--- config.mk ---
export PLATFORM = sky130hd
export DESIGN_NAME = pattern_seq_ctrl_flat
export DESIGN_NICKNAME = d
export VERILOG_FILES = /design/src/rtl/pattern_seq_ctrl_if.sv /design/src/rtl/pattern_seq_ctrl.sv /design/src/flat_wrapper.sv
export SDC_FILE = /design/constraint.sdc
export NUM_CORES = 1
export LEC_CHECK = 0
export CORE_ASPECT_RATIO = 1.2
export CORE_MARGIN = 2
export CORE_UTILIZATION = 40
export CTS_CLUSTER_DIAMETER = 100
export CTS_CLUSTER_SIZE = 8
export DETAILED_ROUTE_END_ITERATION = 10
export PLACE_DENSITY_LB_ADDON = 0.15
export SYNTH_ARGS = -nofsm -noshare
export SYNTH_HDL_FRONTEND = slang
export SYNTH_SLANG_ARGS = --single-unit
--- constraint.sdc ---
create_clock -name px_clk -period 3.25 [get_ports px_clk]
set_input_delay 0.4875 -clock px_clk [delete_from_list [all_inputs] [get_ports px_clk]]
set_output_delay 0.4875 -clock px_clk [all_outputs]
set_load 0.03 [all_outputs]
--- src/rtl/pattern_seq_ctrl_if.sv ---
// rtl/pattern_seq_ctrl_if.sv - pattern sequencer signal bundle
interface pattern_seq_ctrl_if #(
    parameter int FCNT_W = 16
);
    logic              vsync;
    logic              key;
    logic              auto_en;
    logic [3:0]        pat_mask;
    logic [1:0]        pt_sel;
    logic              pt_sel_upd;
    logic              key_evt;
    logic [FCNT_W-1:0] frame_cnt;

    modport master (
        output vsync, key, auto_en, pat_mask,
        input  pt_sel, pt_sel_upd, key_evt, frame_cnt
    );

    modport slave (
        input  vsync, key, auto_en, pat_mask,
        output pt_sel, pt_sel_upd, key_evt, frame_cnt
    );
endinterface

--- src/rtl/pattern_seq_ctrl.sv ---
// rtl/pattern_seq_ctrl.sv - frame-synchronous pattern select sequencer
module pattern_seq_ctrl #(
    parameter int DWELL_FRAMES = 60,
    parameter int DEBOUNCE_CYC = 20000,
    parameter int FCNT_W       = 16
) (
    input logic               px_clk,
    input logic               rstn,
    pattern_seq_ctrl_if.slave bus
);
    localparam int DB_W = $clog2(DEBOUNCE_CYC);
    localparam int DW_W = (DWELL_FRAMES > 1) ? $clog2(DWELL_FRAMES) : 1;
    localparam logic [DB_W-1:0] DB_LAST    = DB_W'(DEBOUNCE_CYC - 1);
    localparam logic [DW_W-1:0] DWELL_LAST = DW_W'(DWELL_FRAMES - 1);

    typedef enum logic [1:0] {
        IDLE,
        PRESS_CHK,
        HELD,
        REL_CHK
    } db_state_t;

    db_state_t         db_state;
    logic [DB_W-1:0]   db_cnt;
    logic              key_s1;
    logic              key_s2;
    logic              key_evt_q;

    logic              vsync_d;
    logic              armed;
    logic              fs;
    logic              adv_pend;
    logic [DW_W-1:0]   dwell;
    logic [1:0]        pt_sel_q;
    logic              pt_sel_upd_q;
    logic [FCNT_W-1:0] frame_cnt_q;

    logic [3:0]        eff_mask;
    logic [1:0]        next_sel;
    logic [1:0]        cand;
    logic              found;
    logic              adv_req;
    logic              forced;

    // Key synchronizer and debounce FSM; a press or release is accepted only
    // after DEBOUNCE_CYC consecutive samples at the new level.
    always_ff @(posedge px_clk or negedge rstn) begin
        if (!rstn) begin
            key_s1    <= 1'b0;
            key_s2    <= 1'b0;
            db_state  <= IDLE;
            db_cnt    <= '0;
            key_evt_q <= 1'b0;
        end else begin
            key_s1    <= bus.key;
            key_s2    <= key_s1;
            key_evt_q <= 1'b0;
            case (db_state)
                IDLE: begin
                    if (key_s2) begin
                        db_cnt   <= DB_W'(1);
                        db_state <= PRESS_CHK;
                    end
                end
                PRESS_CHK: begin
                    if (!key_s2) begin
                        db_state <= IDLE;
                    end else if (db_cnt == DB_LAST) begin
                        key_evt_q <= 1'b1;
                        db_state  <= HELD;
                    end else begin
                        db_cnt <= db_cnt + DB_W'(1);
                    end
                end
                HELD: begin
                    if (!key_s2) begin
                        db_cnt   <= DB_W'(1);
                        db_state <= REL_CHK;
                    end
                end
                REL_CHK: begin
                    if (key_s2) begin
                        db_state <= HELD;
                    end else if (db_cnt == DB_LAST) begin
                        db_state <= IDLE;
                    end else begin
                        db_cnt <= db_cnt + DB_W'(1);
                    end
                end
                default: db_state <= IDLE;
            endcase
        end
    end

    // armed masks the first cycle after reset so a vsync already high at
    // release is absorbed into vsync_d instead of counting as a frame start.
    assign fs       = bus.vsync & ~vsync_d & armed;
    assign eff_mask = (bus.pat_mask == 4'd0) ? 4'b0001 : bus.pat_mask;
    assign forced   = ~eff_mask[pt_sel_q];
    assign adv_req  = adv_pend | key_evt_q | (bus.auto_en & (dwell == DWELL_LAST));

    // Search upward from pt_sel; offset 4 wraps back to pt_sel itself.
    always_comb begin
        next_sel = pt_sel_q;
        found    = 1'b0;
        cand     = pt_sel_q;
        for (int i = 1; i <= 4; i++) begin
            cand = pt_sel_q + i[1:0];
            if (!found && eff_mask[cand]) begin
                next_sel = cand;
                found    = 1'b1;
            end
        end
    end

    always_ff @(posedge px_clk or negedge rstn) begin
        if (!rstn) begin
            vsync_d      <= 1'b0;
            armed        <= 1'b0;
            adv_pend     <= 1'b0;
            dwell        <= '0;
            pt_sel_q     <= 2'd0;
            pt_sel_upd_q <= 1'b0;
            frame_cnt_q  <= '0;
        end else begin
            vsync_d      <= bus.vsync;
            armed        <= 1'b1;
            pt_sel_upd_q <= 1'b0;
            if (fs) begin
                frame_cnt_q <= frame_cnt_q + FCNT_W'(1);
                adv_pend    <= 1'b0;
                if (adv_req || forced) begin
                    dwell <= '0;
                    if (next_sel != pt_sel_q) begin
                        pt_sel_q     <= next_sel;
                        pt_sel_upd_q <= 1'b1;
                    end
                end else if (bus.auto_en) begin
                    dwell <= dwell + DW_W'(1);
                end else begin
                    dwell <= '0;
                end
            end else begin
                if (key_evt_q) begin
                    adv_pend <= 1'b1;
                end
                if (!bus.auto_en) begin
                    dwell <= '0;
                end
            end
        end
    end

    assign bus.pt_sel     = pt_sel_q;
    assign bus.pt_sel_upd = pt_sel_upd_q;
    assign bus.key_evt    = key_evt_q;
    assign bus.frame_cnt  = frame_cnt_q;
endmodule
--- src/flat_wrapper.sv ---
// flat-port wrapper written by rule: the top's interface ports become plain ports
module pattern_seq_ctrl_flat 
#(
    parameter int DWELL_FRAMES = 60,
    parameter int DEBOUNCE_CYC = 20000,
    parameter int FCNT_W       = 16
)
  (px_clk, rstn, bus_vsync, bus_key, bus_auto_en, bus_pat_mask, bus_pt_sel, bus_pt_sel_upd, bus_key_evt, bus_frame_cnt);
  pattern_seq_ctrl_if #(.FCNT_W(FCNT_W)) bus_i ();
  input logic px_clk;
  input logic rstn;
  input wire logic [$bits(bus_i.vsync)-1:0] bus_vsync;
  input wire logic [$bits(bus_i.key)-1:0] bus_key;
  input wire logic [$bits(bus_i.auto_en)-1:0] bus_auto_en;
  input wire logic [$bits(bus_i.pat_mask)-1:0] bus_pat_mask;
  output wire logic [$bits(bus_i.pt_sel)-1:0] bus_pt_sel;
  output wire logic [$bits(bus_i.pt_sel_upd)-1:0] bus_pt_sel_upd;
  output wire logic [$bits(bus_i.key_evt)-1:0] bus_key_evt;
  output wire logic [$bits(bus_i.frame_cnt)-1:0] bus_frame_cnt;
  assign bus_i.vsync = bus_vsync;
  assign bus_i.key = bus_key;
  assign bus_i.auto_en = bus_auto_en;
  assign bus_i.pat_mask = bus_pat_mask;
  assign bus_pt_sel = bus_i.pt_sel;
  assign bus_pt_sel_upd = bus_i.pt_sel_upd;
  assign bus_key_evt = bus_i.key_evt;
  assign bus_frame_cnt = bus_i.frame_cnt;
  pattern_seq_ctrl #(.DWELL_FRAMES(DWELL_FRAMES), .DEBOUNCE_CYC(DEBOUNCE_CYC), .FCNT_W(FCNT_W)) u_core (.px_clk(px_clk), .rstn(rstn), .bus(bus_i));
endmodule
==> impl_metrics.toml, run 1 <==
[yosys]
synth.net_count = 243
ys_types = 51
ys_seq_elements = 48
synthArstFlopShare = 1.00
synth_area_per_cell_um2 = 10.3
yosysWarnings = 0
synth_edf_count = 0
syn_area_um2 = 2370
ys_seq_area_frac = 0.507
syn_inst = 231
synth_ff_type = "dfrtp_1"

[min_path]
hp-class = "in2async"

[global_routing]
grt_util_met1 = 0.194
overflow = 0
grt_pass1_wl_mm = 7.54
use_met2 = 0.241
grt_pass1_vias = 1704
grt_use_met3 = 0.0342
antenna_found_initial = 0
grt_use_total = 0.148
top_usage_layer = "met2"
grt_start_max_net_pins = 49

[die]
die_area_um2 = 6560
rows = 30
core_um2 = 5710
die_w_um = 74.3
ios = 29
start_util = 0.415
die_h_um = 88.3

[routing]
route.detailed.drc = 0
dr.pass1.iters = 4
postRouteAntennaNets = 0
vias_per_cell = 5.16
drt-total-wl_mm = 4.30
avgRoutedWirePerCell_um = 12.5
drtIter0Drc = 100
num_vias = 1771

[cells_and_area]
nets = 274
multiInputGateArea_um2 = 1120
layout_common_cells = "48 x dfrtp_1, 27 x clkdlybuf4s50_1, 23 x nand2_1"
fillers = 582
final_common_cell = "dfrtp_1"
antenna_cells = 0
regArea_um2 = 1200
drive_above_1_share = 0.0951
fin_area_um2 = 2820
synthToLayoutAreaGrowth_pct = 19.0

[power]
clockPowerShare = 0.249
sw_frac_of_total = 0.326
power_density_nw_per_um2 = 505
ir_drop_uv = 252
p_switching_uw = 464
p_comb_frac = 0.243
pwr-share-seq = 0.509
p_leak_nw = 1.21
finalPower_mw = 1.42
p_int_uw = 960

[clocking]
h-tree-depth = 2
cts_resized = 0
clk_latency_ns = 0.30
cts_setup_buffers = 0
cts_buffers = 5
path_clk_slew_ns = 0.09
clock_sinks = 48
cts.path.max_buffers = 2
cts_tree = "done"
cts-root-buf = "clkbuf_8"
cts_hold_buf = 0

[run]
drv_cap = 0

[sta]
fmax_mhz = 469
final_max_slew_viol_count = 0
hold_viol_final = 0
rsz0062_at_grt = "false"
layout_setup_ws_ns = 1.12
setup_viol = 0
slew_headroom = 0.305
min_period_ns = 2.13
min_period_over_period = 0.656
finClkSkew_ns = 0.00864
worst-slew-pin-transition_ns = 1.04
fin_tns_setup_ns = 0

[worst_setup_path]
path_cells = "clkdlybuf4s50_1 -> or4_1 -> o211ai_1 -> nand3_1 -> and3_1 -> mux2_2"
arrival_ns = 2.32
crit_cells = 6
r2r-start = "u_core.db_cnt[0]"
cp_max_fo = 9
start_kind = "primary input"
critPathBufInv = 1
max_stage_delay_ns = 0.56
crit_type = "in2reg"
path_delay_family = "simple AND/OR/NAND/NOR gates"
rrSetupSlack_ns = 1.17
cp-end-kind = "flip-flop"
required_ns = 3.44
reg2reg_to = "u_core.db_cnt[5]"
rr_worst_depth = 6
slowest_stage = "or4_1"

[place]
io_buffer_count = 28
dpl-instance-area_um2 = 2730
place.gp.congestion = 0.787
hpwlAfterDp_mm = 3.08
pre_cts_ws_ns = 0.812

[outcome]
outcome = "finished clean"
## through the flow
| step | instances | util | hold slack (ns) |
|---|---|---|---|
| final | 343 | 0.494 | 0.355 |
| after global routing | 343 | 0.494 | 0.366 |
| after CTS | 343 | 0.494 | 0.359 |
| after detailed placement | 335 | 0.479 | 0.337 |
| after global placement | 335 | 0.479 | 0.334 |
| after floorplan | 231 | - | 0.192 |
## cells in the mapped netlist (4+ instances only)
cell type,instances,area (µm²)
nand2_1,23,86.3
a21oi_1,10,50.1
and3_1,5,31.3
o21ai_0,11,55.1
inv_1,7,26.3
dfrtp_1,48,1200
nand3_1,12,60.1
nand2b_1,4,25.0
xor2_1,10,87.6
xnor2_1,15,131
nand4_1,7,43.8
nor2_1,20,75.1
## flip-flops by register name, indices dropped and copies added (netlist names), named ones only
register	count
u_core.armed	1
u_core.bus.key_evt	1
u_core.db_cnt	15
u_core.adv_pend	1
u_core.dwell	6
u_core.bus.pt_sel	2
u_core.key_s1	1
u_core.vsync_d	1
u_core.key_s2	1
u_core.bus.frame_cnt	16
u_core.db_state	1
u_core.bus.pt_sel_upd	1
## cell families (layout without fill, tap and decap cells)
logic type | after synthesis | after routing | share of synthesized area
XOR/XNOR | 25 | 25 | 0.0924
multiplexers | 5 | 5 | 0.0222
AO/OA/AOI/OAI | 37 | 37 | 0.101
flip-flops | 48 | 48 | 0.507
other | 1 | 1 | 0.00158
AND/OR/NAND/NOR | 100 | 100 | 0.241
buffers and inverters | 12 | 44 | 0.0190
adder cells (fa/ha/maj) | 3 | 3 | 0.0158
## cell type report
class,instances,area share
timing repair buffer,28,0.0976
clock inverter,2,0.00577
tap,80,0.0355
sequential,48,0.426
clock buffer,6,0.0257
inverter,8,0.0107
multi-input combinational,171,0.399
## worst reg2reg max path, stage by stage (launching register included)
cell	delay (ns)
dfrtp_1	0.43
ha_1	0.25
nand3_1	0.18
nor4_4	0.10
a21o_2	0.27
or4_2	0.61
a21oi_1	0.16
## worst max path at each step
stage / startpoint / to / slack [ns]
global route: flip-flop / u_core.db_cnt[11] / 0.96
finish: bus_pat_mask[1] / u_core.bus.pt_sel[1] / 1.12
detailed placement: bus_vsync / u_core.bus.frame_cnt[13] / 0.81
global placement: bus_vsync / u_core.bus.frame_cnt[13] / 0.80
CTS: bus_pat_mask[1] / u_core.bus.pt_sel[1] / 1.13
floorplan: u_core.db_cnt[0] / u_core.db_cnt[5] / 1.34
## layer usage
| layer | wire, µm | vias to the layer above |
|---|---|---|
| li1 | - | 891 |
| met1 | 2030 | 847 |
| met2 | 2110 | 31 |
| met3 | 132 | 2 |
| met4 | 34 | 0 |
| met5 | 0 | - |
## power by group through the flow
stage          Combinational (mW)  Clock (mW)  Sequential [mW]
3_3_place_gp                0.347           0            0.735
5_1_grt                     0.380       0.398            0.736
2_1_floorplan               0.152           0            0.793
6_report                    0.345       0.355            0.724
4_1_cts                     0.350       0.377            0.725
3_5_place_dp                0.349           0            0.736
(Power assumes the default switching activity.)
==> inputs of run 2 (changes only) <==
Clock period 3.25 ns to 2.1 ns, I/O delays scaled along.
==> run 2 against run 1 <==
Worst hold slack got worse by 0.34 ns. Utilization increased by 3.1 points. Wire length increased by 4.0%. Die area unchanged. Sequential share of layout area decreased by 2.5 points. Sequential power increased by 55%.
==> impl_metrics.toml, run 2 (same netlist as run 1, synthesis figures left out) <==
[global_routing]
grt_pass1_vias = 1754
grt_use_total = 0.154
overflow = 0
grt_start_max_net_pins = 27
antenna_found_initial = 0
grt_pass1_wl_mm = 7.79

[routing]
num_vias = 1827
vias_per_cell = 5.05
drt-total-wl_mm = 4.47
drtIter0Drc = 70
avgRoutedWirePerCell_um = 12.4
dr.pass1.iters = 4
postRouteAntennaNets = 0
route.detailed.drc = 0

[sta]
setup_viol = 0
fmax_mhz = 507
fin_tns_setup_ns = 0
hold_viol_final = 0
min_period_ns = 1.97
slew_headroom = 0.579
rsz0062_at_grt = "false"
min_period_over_period = 0.939
worst-slew-pin-transition_ns = 0.626
finClkSkew_ns = 0.00774
final_max_slew_viol_count = 0

[min_path]
hp-class = "in2async"

[die]
ios = 29
die_h_um = 88.3
start_util = 0.415
die_area_um2 = 6560
core_um2 = 5710
rows = 30
die_w_um = 74.3

[cells_and_area]
final_util = 0.525
final_common_cell = "dfrtp_1"
layout_common_cells = "48 x dfrtp_1, 27 x clkdlybuf4s50_1, 23 x nand2_1"
synthToLayoutAreaGrowth_pct = 26.5
largest_reg_flops = 16
antenna_cells = 0
nets = 293
drive_above_1_share = 0.160

[place]
place.gp.congestion = 0.785
hpwlAfterDp_mm = 3.34
io_buffer_count = 28

[power]
p_leak_nw = 1.32
ir_drop_uv = 384
power_density_nw_per_um2 = 782

[worst_setup_path]
arrival_ns = 2.16
cp_max_fo = 5
start_kind = "flip-flop"
r2r-start = "u_core.db_cnt[12]"
crit_type = "reg2reg"
cp-end-kind = "flip-flop"
required_ns = 2.29
crit_start = "u_core.db_cnt[12]"

[clocking]
cts_buffers = 5
cts.path.max_buffers = 2
cts_setup_buffers = 0
cts_tree = "done"
clock_sinks = 48
cts-root-buf = "clkbuf_8"
path_clk_slew_ns = 0.08
h-tree-depth = 2
clk_latency_ns = 0.30

[outcome]
outcome = "finished clean"

[run]
drv_cap = 0
run 2: metrics by stage:
| stage | hold slack [ns] | total power, mW | cell area (µm²) | worst slack (ns) | cells |
|---|---|---|---|---|---|
| global placement | 0.333 | 1.71 | 2890 | -0.0632 | 354 |
| global route | 0.0703 | 2.49 | 3000 | 0.0142 | 362 |
| detailed placement | 0.343 | 1.72 | 2890 | -0.108 | 354 |
| floorplan | 0.0194 | 1.46 | 2370 | 0.189 | 231 |
| CTS | 0.0395 | 2.37 | 2990 | 0.0491 | 362 |
| finish | 0.0158 | 2.35 | 3000 | 0.127 | 362 |
run 2: timing repair:
| item | in CTS | in global routing |
|---|---|---|
| hold endpoints to repair | 0 | 0 |
| hold buffers | 0 | 0 |
| resized for setup | 0 | 1 |
| setup endpoints to repair | 0 | 4 |
run 2: worst max-delay path, stage by stage (launching register included):
cell and delay (ns):
dfrtp_1 0.42, or4_4 0.57, or4_4 0.54, nand4_1 0.14
xor2_1 0.16, nor2_1 0.05
run 2: per-layer routing:
layer	part of all wire	track usage	vias up	routed length, µm
met5	0	0	-	0
li1	-	-	922	-
met3	0.033	0.0342	4	148
met2	0.49	0.261	28	2180
met1	0.47	0.196	873	2080
met4	0.013	0.0519	0	60
run 2: worst paths after layout:
check | slack [ns] | endpoint | depth (start not counted)
max | 0.13 | u_core.db_cnt[12] | 5
min | 0.02 | u_core.bus.pt_sel[0] | 1
max reg2reg | 0.13 | u_core.db_cnt[12] | 5
min reg2reg | 0.36 | u_core.key_s2 | 0
max in group asynchronous | 1.55 | u_core.db_cnt[14] | 2
min in group px_clk | 0.36 | u_core.key_s2 | 0
run 2: final cells by class:
cell class	instances	area [µm²]
inverter	8	30.0
multi-input combinational	171	1130
clock buffer	6	72.6
clock inverter	2	35.0
fill	540	2710
timing repair buffer	47	430
sequential	48	1200
tap	80	100
run 2: power breakdown:
part / internal (mW) / switching (mW) / total (mW)
clock network: 0.353 / 0.296 / 0.649
registers: 1.00 / 0.120 / 1.12
logic: 0.271 / 0.301 / 0.572
==> inputs of run 3 (changes only) <==
Settings changed: ABC_CLOCK_PERIOD_IN_PS from default to 2100.
==> results of run 3 <==
No change in the layout: final DEF, timing and power equal those of run 2.
